==> config.mk <==
export PLATFORM = sky130hd
export DESIGN_NAME = seven_seg_scan
export DESIGN_NICKNAME = d
export VERILOG_FILES = /design/src/rtl/seven_seg_scan.sv
export SDC_FILE = /design/constraint.sdc
export NUM_CORES = 1
export LEC_CHECK = 0
export BUFFER_PORTS_ARGS = -buffer_cell sky130_fd_sc_hd__buf_2
export CAP_MARGIN = 30
export CORE_ASPECT_RATIO = 0.9
export CORE_MARGIN = 2
export CORE_UTILIZATION = 50
export DETAILED_ROUTE_END_ITERATION = 12
export PLACE_DENSITY = 0.79
export SKIP_LAST_GASP = 1
export SLEW_MARGIN = 20
export SYNTH_ARGS = -nofsm -noshare
export SYNTH_HDL_FRONTEND = slang
export SYNTH_SLANG_ARGS = --single-unit
==> constraint.sdc <==
create_clock -name clk -period 4.94 [get_ports clk]
set_clock_uncertainty 0.15 [all_clocks]
set_input_delay 0.494 -clock clk [delete_from_list [all_inputs] [get_ports clk]]
set_output_delay 0.494 -clock clk [all_outputs]
set_load 0.02 [all_outputs]
==> src/rtl/seven_seg_scan.sv <==
// -----------------------------------------------------------------------------
// seven_seg_scan
//   Time-multiplexed driver for a NUM_DIGITS-digit 7-segment display.
//   Each digit is a hex nibble with its own decimal point. Digits are scanned
//   round-robin, and each one is held for REFRESH_DIV clock cycles.
//   New values are double-buffered so that the display changes only at frame
//   boundaries. Leading zeros can optionally be blanked.
//
// Ports
//   clk        in   system clock, rising edge
//   rst        in   asynchronous reset, active high
//   hex_in     in   [4*NUM_DIGITS-1:0] digit values; nibble i = digit i (0 = LSD)
//   dp_in      in   [NUM_DIGITS-1:0]   decimal point per digit, 1 = lit
//   load       in   capture hex_in/dp_in into the pending buffer
//   blank_lz   in   1 = blank leading zero digits
//   enable     in   0 = display dark and scan frozen
//   seg_out    out  [7:0] {dp,g,f,e,d,c,b,a} of the selected digit, registered
//   an_out     out  [NUM_DIGITS-1:0] one-hot digit select, registered
//   frame_done out  1-cycle pulse after the scan wraps from the last digit to 0
// -----------------------------------------------------------------------------
module seven_seg_scan #(
  parameter int NUM_DIGITS     = 4,
  parameter int REFRESH_DIV    = 1000,
  parameter int SEG_ACTIVE_LOW = 0,
  parameter int AN_ACTIVE_LOW  = 0
) (
  input  logic                      clk,
  input  logic                      rst,
  input  logic [4*NUM_DIGITS-1:0]   hex_in,
  input  logic [NUM_DIGITS-1:0]     dp_in,
  input  logic                      load,
  input  logic                      blank_lz,
  input  logic                      enable,
  output logic [7:0]                seg_out,
  output logic [NUM_DIGITS-1:0]     an_out,
  output logic                      frame_done
);

  localparam int CNT_W = (REFRESH_DIV > 1) ? $clog2(REFRESH_DIV) : 1;
  localparam int IDX_W = (NUM_DIGITS > 1) ? $clog2(NUM_DIGITS) : 1;
  localparam logic [CNT_W-1:0] CNT_LAST = CNT_W'(REFRESH_DIV - 1);
  localparam logic [IDX_W-1:0] IDX_LAST = IDX_W'(NUM_DIGITS - 1);

  logic [CNT_W-1:0]          presc_q, presc_d;
  logic [IDX_W-1:0]          idx_q, idx_d;
  logic [4*NUM_DIGITS-1:0]   pend_hex_q, pend_hex_d;
  logic [NUM_DIGITS-1:0]     pend_dp_q, pend_dp_d;
  logic                      pend_valid_q, pend_valid_d;
  logic [4*NUM_DIGITS-1:0]   act_hex_q, act_hex_d;
  logic [NUM_DIGITS-1:0]     act_dp_q, act_dp_d;
  logic [7:0]                seg_q, seg_d;
  logic [NUM_DIGITS-1:0]     an_q, an_d;
  logic                      frame_done_q, frame_done_d;

  logic                      tick;
  logic                      wrap;
  logic [3:0]                cur_nib;
  logic                      cur_dp;
  logic                      cur_blank;
  logic                      upper_zero;
  logic [NUM_DIGITS-1:0]     lz_blank;

  function automatic logic [6:0] decode(input logic [3:0] nib);
    logic [6:0] s;
    case (nib)
      4'h0: s = 7'h3F;
      4'h1: s = 7'h06;
      4'h2: s = 7'h5B;
      4'h3: s = 7'h4F;
      4'h4: s = 7'h66;
      4'h5: s = 7'h6D;
      4'h6: s = 7'h7D;
      4'h7: s = 7'h07;
      4'h8: s = 7'h7F;
      4'h9: s = 7'h6F;
      4'hA: s = 7'h77;
      4'hB: s = 7'h7C;
      4'hC: s = 7'h39;
      4'hD: s = 7'h5E;
      4'hE: s = 7'h79;
      default: s = 7'h71;
    endcase
    return s;
  endfunction

  // Scan timing: prescaler and digit index advance only while enabled.
  always_comb begin
    tick    = enable && (presc_q == CNT_LAST);
    wrap    = tick && (idx_q == IDX_LAST);
    presc_d = presc_q;
    idx_d   = idx_q;
    if (enable) begin
      presc_d = tick ? '0 : presc_q + CNT_W'(1);
    end
    if (tick) begin
      idx_d = wrap ? '0 : idx_q + IDX_W'(1);
    end
    frame_done_d = wrap;
  end

  // Double buffer. A load coinciding with the wrap goes straight to the
  // active set, so it is shown in the very next frame; the pending copy is
  // then considered consumed.
  always_comb begin
    pend_hex_d   = pend_hex_q;
    pend_dp_d    = pend_dp_q;
    pend_valid_d = pend_valid_q;
    act_hex_d    = act_hex_q;
    act_dp_d     = act_dp_q;
    if (load) begin
      pend_hex_d   = hex_in;
      pend_dp_d    = dp_in;
      pend_valid_d = 1'b1;
    end
    if (wrap) begin
      pend_valid_d = 1'b0;
      if (load) begin
        act_hex_d = hex_in;
        act_dp_d  = dp_in;
      end else if (pend_valid_q) begin
        act_hex_d = pend_hex_q;
        act_dp_d  = pend_dp_q;
      end
    end
  end

  // Leading-zero map: walk from the most significant digit down. A digit is
  // blanked while every digit at or above it is zero. Digit 0 always shows.
  always_comb begin
    upper_zero = 1'b1;
    lz_blank   = '0;
    for (int i = NUM_DIGITS - 1; i >= 0; i--) begin
      upper_zero  = upper_zero & (act_hex_q[4*i +: 4] == 4'h0);
      lz_blank[i] = blank_lz & upper_zero & (i != 0);
    end
  end

  // Select the current digit and form the registered outputs.
  always_comb begin
    cur_nib   = 4'h0;
    cur_dp    = 1'b0;
    cur_blank = 1'b0;
    an_d      = '0;
    seg_d     = 8'h00;
    for (int i = 0; i < NUM_DIGITS; i++) begin
      if (idx_q == IDX_W'(i)) begin
        cur_nib   = act_hex_q[4*i +: 4];
        cur_dp    = act_dp_q[i];
        cur_blank = lz_blank[i];
      end
    end
    if (enable) begin
      for (int i = 0; i < NUM_DIGITS; i++) begin
        an_d[i] = (idx_q == IDX_W'(i));
      end
      seg_d = {cur_dp, cur_blank ? 7'h00 : decode(cur_nib)};
    end
  end

  always_ff @(posedge clk or posedge rst) begin
    if (rst) begin
      presc_q      <= '0;
      idx_q        <= '0;
      pend_hex_q   <= '0;
      pend_dp_q    <= '0;
      pend_valid_q <= 1'b0;
      act_hex_q    <= '0;
      act_dp_q     <= '0;
      seg_q        <= 8'h00;
      an_q         <= '0;
      frame_done_q <= 1'b0;
    end else begin
      presc_q      <= presc_d;
      idx_q        <= idx_d;
      pend_hex_q   <= pend_hex_d;
      pend_dp_q    <= pend_dp_d;
      pend_valid_q <= pend_valid_d;
      act_hex_q    <= act_hex_d;
      act_dp_q     <= act_dp_d;
      seg_q        <= seg_d;
      an_q         <= an_d;
      frame_done_q <= frame_done_d;
    end
  end

  // Pin polarity is applied after the flops; it is a static inversion only.
  assign seg_out    = (SEG_ACTIVE_LOW != 0) ? ~seg_q : seg_q;
  assign an_out     = (AN_ACTIVE_LOW != 0) ? ~an_q : an_q;
  assign frame_done = frame_done_q;

endmodule

==> results.md, run 1 <==
- Run status: completed
- First-pass GRT wire length: 9600 um
- WP data arrival: 2.93 ns
- Commonest non-fill, non-tap cell in the layout: dfrtp_1
- Commonest non-fill, non-tap cells in the layout: dfrtp_1, mux2_2, buf_2
- CP required: 5.03 ns
- DP Worst Slack: 1.99 ns
- Max Cap Violations: 0
- CTS Hold Bufs: 0
- GRT Util Overall: 18.3%
- Area growth syn-to-layout: 14.1%
- H-tree levels: 3
- R2R cell count: 8
- Average cell area after synthesis: 12.8 sq um
- Hold Crit Class: in -> async
- Setup crit start kind: flop
- Yosys top cell by area: dfrtp_1
- Clock root cell: clkbuf_8
- Post-cts sizing count: 0
- Reg-to-Reg End: seg_out[6]
- Setup Fix Bufs, Post-CTS: 0
- Setup CP Type: reg -> reg
- Setup violations, final: 0
- Num rows: 26
- Final cell count without fillers: 354
- Crit path max-delay family: compound AO/OA/AOI/OAI gates
- Tightest Pin Transition: 0.797 ns
- Leak: 1.62 nW
- Largest cells by area after synthesis: dfrtp_1, mux2_2, ha_1
- Vias: 1945
- Die area: 0.00674 sq mm
- Library cells used by synthesis: 44
- Antenna violations before repair: 0
- Seq cells post-synth: 66
- Final Critical Period: 2.85 ns
- Clock Latency Late Sink: 0.35 ns
- Detailed placer's ending HPWL: 3720 um
- Clock transition at the registers of the reported paths: 0.07 ns
- Final wirelength: 5370 um
- CTS tree: yes
- Maximum root-to-sink buffer count: 2
- Maximum vdd drop: 0.181 mV
- Die X: 86.3 um
- N_diodes: 0
- Post-synthesis sequential area ratio: 54.1%
- Final Cell Area: 0.00348 sq mm
- Die Height: 78.1 um
- Core Util, Final: 60.1%
- Total CTS buffers: 9
- Initial Util: 52.7%
- Fmax: 351 MHz
- Primary FF master, synth: dfrtp_1
- Relative slew slack: 46.9%
- Met2 WL post-DR: 2470 um
- FFs w/ async S/R, synth: 100%
- Met3 WL: 253 um
- Mapped Cells: 238
- Max FO, Critical Path: 12
- Post-synth top area share: 54.1%
- RR Startpoint: idx_q[0]
- Final worst slack: 2.09 ns
- Antenna-violating nets left: 0
- Core ar.: 0.00579 sq mm
- Critical Path End Type: flop
- Largest net degree at the start of global routing: 67
- # IOs: 38
- Layout Nets: 315
- Synthesized area: 0.00305 sq mm
- Critical Path, Cell by Cell: ha_1 > inv_1 > o211ai_1 > inv_1 > ha_1 > nand2_1 > a21bo_2 > a221oi_1
- Critical path's slowest cell: o211ai_1
- Dpl cells: 337
- Top metal layer carrying routed signals: met4
- Syn Nets: 274
- Layout cells sized above 1: 37.0%
- Vias in the first global route: 2018
- Post-DP Area: 0.00327 sq mm
- Yosys warns: 0
- Setup_tns: 0 ns
- Final Cycle Share: 57.6%
- Fin. Hold Viols: 0
- Drt via density: 5.49
- Grt total ovfl: 0
- Initial DRC count: 85
- 1st-pass router iterations: 4
- Metal-1 WL: 2570 um
- Post-synth EDFFs: 0
- Worst path max stage delay: 0.46 ns
- Reg2reg setup slack: 2.09 ns
- Placer Congestion: 0.921
- DRC violations left: 0
- Buf+Inv Stages, Crit Path: 2
- CTS sink count: 66
- Pwr per Cell Area: 330 mW/mm^2
- Wirelength per Cell: 15.2 um
- FILL cells: 496
- Port bufs: 37
- Final Max Slew Viols: 0
- RSZ-0062 raised after global routing: no
## cell families (layout without fill, tap and decap cells)
logic type,count (synthesis),in the layout,share of synthesized area (%)
buffers and inverters,16,62,2.95
XOR/XNOR,7,7,2.01
AO/OA/AOI/OAI,31,31,8.41
flip-flops,66,66,54.1
AND/OR/NAND/NOR,65,65,12.6
adder cells (fa/ha/maj),11,11,4.51
multiplexers,42,42,15.4
## sequential cells by signal (all words and copies together) (netlist names)
name and cells:
act_dp_q 4, act_hex_q 16, an_out 4, frame_done 1, idx_q 2, pend_dp_q 4, pend_hex_q 16, pend_valid_q 1
presc_q 10, seg_out 8
## power by group
group / switching [mW] / internal (mW) / total (mW)
combinational: 0.0474 / 0.0447 / 0.0921
clock: 0.190 / 0.260 / 0.450
sequential: 0.0263 / 0.580 / 0.606
total: 0.263 / 0.885 / 1.15
## through the flow
stage | hold WS, ns | power (mW)
4_1_cts | 0.232 | 1.16
2_1_floorplan | 0.299 | 0.675
3_3_place_gp | 0.326 | 0.703
3_5_place_dp | 0.335 | 0.709
5_1_grt | 0.241 | 1.20
6_report | 0.211 | 1.15
## worst max-delay path by stage
stage	start	endpoint	slack, ns	cells past startpoint
floorplan	idx_q[0]	seg_out[6]	2.50	10
global placement	enable	act_dp_q[3]	2.08	6
detailed placement	enable	act_dp_q[2]	1.99	6
CTS	idx_q[0]	seg_out[6]	2.10	8
global route	idx_q[0]	seg_out[6]	1.84	8
finish	idx_q[0]	seg_out[6]	2.09	8
## Yosys cell counts (all sizes together), types with 4 or more instances
cell type and count:
ha 11, nand2 17, o21ai 7, o211ai 4, dfrtp 66, nand3 4, nand3b 5, a21oi 4
buf 5, and2 6, clkbuf 4, xnor2 4, inv 7, nor2 14, mux2 40
## layer usage
| metal | global-route usage, % | up-vias |
|---|---|---|
| li1 | - | 926 |
| met1 | 24.6 | 973 |
| met2 | 27.5 | 36 |
| met3 | 6.83 | 10 |
| met4 | 5.78 | 0 |
| met5 | 0 | - |
## area by class of cell
| class | count | area (sq um) | area share, % |
|---|---|---|---|
| Clock buffer | 14 | 163 | 4.67 |
| Clock inverter | 2 | 35.0 | 1.01 |
| Inverter | 7 | 26.3 | 0.755 |
| Multi-Input combinational cell | 156 | 1310 | 37.6 |
| Sequential cell | 66 | 1650 | 47.5 |
| Tap cell | 70 | 87.6 | 2.52 |
| Timing Repair Buffer | 39 | 208 | 5.97 |
## worst reg2reg max path, stage by stage (launching register included)
cell      delay [ns]
dfrtp_1         0.38
ha_1            0.45
inv_1           0.23
o211ai_1        0.47
inv_1           0.18
ha_1            0.26
nand2_1         0.09
a21bo_2         0.23
a221oi_1        0.30
(Power assumes the default switching activity.)
==> run 2: changes to the inputs <==
Clock period 4.94 ns to 2.8 ns, I/O delays scaled along.
==> run 2 against run 1 <==
  * Clock power is 71% higher
  * Maximum frequency is 13% higher
  * Combinational power is 80% higher
  * Global-route usage is 0.22 points higher
  * First-iteration DRC count is 7.1% lower
  * Design area is 1.1% higher
  * Critical path type unchanged
  * Count of clock-buffer cells in the layout is 2 lower
  * Sequential cell count stayed put
  * Critical path depth is 2 higher
  * Core utilization is 0.65 points higher
  * Die area stayed put
  * Routed wire length is 1.5% higher
==> results.md, run 2 (synthesis gave the netlist of run 1 again) <==
- Setup_tns: 0 ns
- Relative slew slack: 65.1%
- Maximum root-to-sink buffer count: 2
- Leak: 1.65 nW
- DRC violations left: 0
- Final Critical Period: 2.52 ns
- Grt total ovfl: 0
- CP required: 2.87 ns
- Area growth syn-to-layout: 15.3%
- Vias: 1966
- Hold Crit Class: in -> reg
- Num rows: 26
- Hold Startpoint: dp_in[1]
- Critical Path End Type: flop
- Hold depth: 2
- Detailed placer's ending HPWL: 3820 um
- Commonest non-fill, non-tap cells in the layout: dfrtp_1, mux2_2, buf_2
- Maximum vdd drop: 0.341 mV
- WP data arrival: 2.60 ns
- Final cell count without fillers: 360
- Die X: 86.3 um
- Reg-to-Reg End: seg_out[6]
- Max Cap Violations: 0
- Clock power share: 38.3%
- Wirelength per Cell: 15.1 um
- Dpl cells: 342
- Die area: 0.00674 sq mm
- P_int: 1.53 mW
- Final Cycle Share: 90.1%
- R2R cell count: 10
- Pwr per Cell Area: 570 mW/mm^2
- Placer Congestion: 0.895
- Setup CP Type: reg -> reg
- GRT Util Overall: 18.5%
- Hold path endpoint: pend_dp_q[1]
- CTS tree: yes
- Die Height: 78.1 um
- 1st-pass router iterations: 5
- Clock transition at the registers of the reported paths: 0.07 ns
- Vias in the first global route: 2053
- Gate power share: 8.3%
- Drt via density: 5.46
- Run status: completed
- Fmax: 396 MHz
- Max FO, Critical Path: 8
- Core ar.: 0.00579 sq mm
- Tightest Pin Transition: 0.523 ns
- Port bufs: 37
- Antenna violations before repair: 0
- Clock root cell: clkbuf_8
- CTS sink count: 66
- RR Startpoint: idx_q[0]
- Commonest non-fill, non-tap cell in the layout: dfrtp_1
- Largest net degree at the start of global routing: 25
- Total CTS buffers: 9
- Layout cells sized above 1: 38.6%
- Switching portion of total power: 23.5%
- Clock Latency Late Sink: 0.35 ns
- Initial DRC count: 79
- H-tree levels: 3
- Regs by FF count: act_hex_q x16, pend_hex_q x16, presc_q x10
- First-pass GRT wire length: 9650 um
- Initial Util: 52.7%
- Flop pwr share: 53.4%
- Layout Nets: 322
- Setup crit start kind: flop
- Final Max Slew Viols: 0
- Setup violations, final: 0
- Final wirelength: 5440 um
- Sw Pwr: 0.471 mW
- Antenna-violating nets left: 0
- # IOs: 38
- RSZ-0062 raised after global routing: no
- Reg2reg setup slack: 0.28 ns
- N_diodes: 0
- Fin. Hold Viols: 0
[run 2: routing by layer]
| metal | GRT usage, % | wire, um |
|---|---|---|
| met5 | 0 | 0 |
| met4 | 8.13 | 106 |
| met2 | 28.5 | 2510 |
| met3 | 6.31 | 271 |
| met1 | 23.7 | 2550 |
[run 2: final cells by class]
type	count	area, sq um
Clock buffer	12	145
Clock inverter	3	40.0
Fill cell	502	2270
Inverter	7	26.3
Multi-Input combinational cell	156	1310
Sequential cell	66	1650
Tap cell	70	87.6
Timing Repair Buffer	46	255
[run 2: critical path, stage by stage, from the launching register on]
cell and delay (ns):
dfrtp_1 0.38, inv_1 0.10, ha_1 0.33, nor2_4 0.19
o211ai_1 0.12, o211ai_1 0.14, inv_1 0.12, ha_1 0.23
nand2_1 0.10, a21bo_2 0.23, a221oi_1 0.32
[run 2: worst max-delay path by stage]
stage	start	to	slack, ns	depth (start not counted)
after floorplan	idx_q[0]	seg_out[6]	0.36	10
final	idx_q[0]	seg_out[6]	0.28	10
after detailed placement	idx_q[0]	seg_out[6]	0.18	8
after global placement	idx_q[0]	seg_out[6]	0.39	10
after CTS	idx_q[0]	seg_out[6]	0.14	8
after global routing	idx_q[0]	seg_out[6]	0.07	10
[run 2: power by group through the flow]
| stage | Sequential, mW | Combinational (mW) | Clock (mW) |
|---|---|---|---|
| 2_1_floorplan | 1.08 | 0.110 | 0 |
| 3_3_place_gp | 1.08 | 0.161 | 0 |
| 3_5_place_dp | 1.09 | 0.168 | 0 |
| 4_1_cts | 1.07 | 0.169 | 0.781 |
| 5_1_grt | 1.08 | 0.188 | 0.830 |
| 6_report | 1.07 | 0.166 | 0.768 |
[run 2: metrics by stage]
step | area (sq um) | utilization, % | worst slack [ns] | power (mW) | hold slack (ns)
after CTS | 3500 | 60.4 | 0.139 | 2.02 | 0.0178
after detailed placement | 3300 | 57.1 | 0.177 | 1.25 | 0.185
after floorplan | 3050 | - | 0.363 | 1.19 | 0.276
after global routing | 3520 | 60.7 | 0.0657 | 2.10 | 0.0265
after global placement | 3300 | 57.1 | 0.388 | 1.24 | 0.177
final | 3520 | 60.7 | 0.278 | 2.00 | 0.0287
[run 2: timing repair]
item                       CTS  global route
resized for setup            0             1
setup endpoints to repair    0             1
setup buffers                0             2
hold buffers                 1             0
hold endpoints to repair    22             0
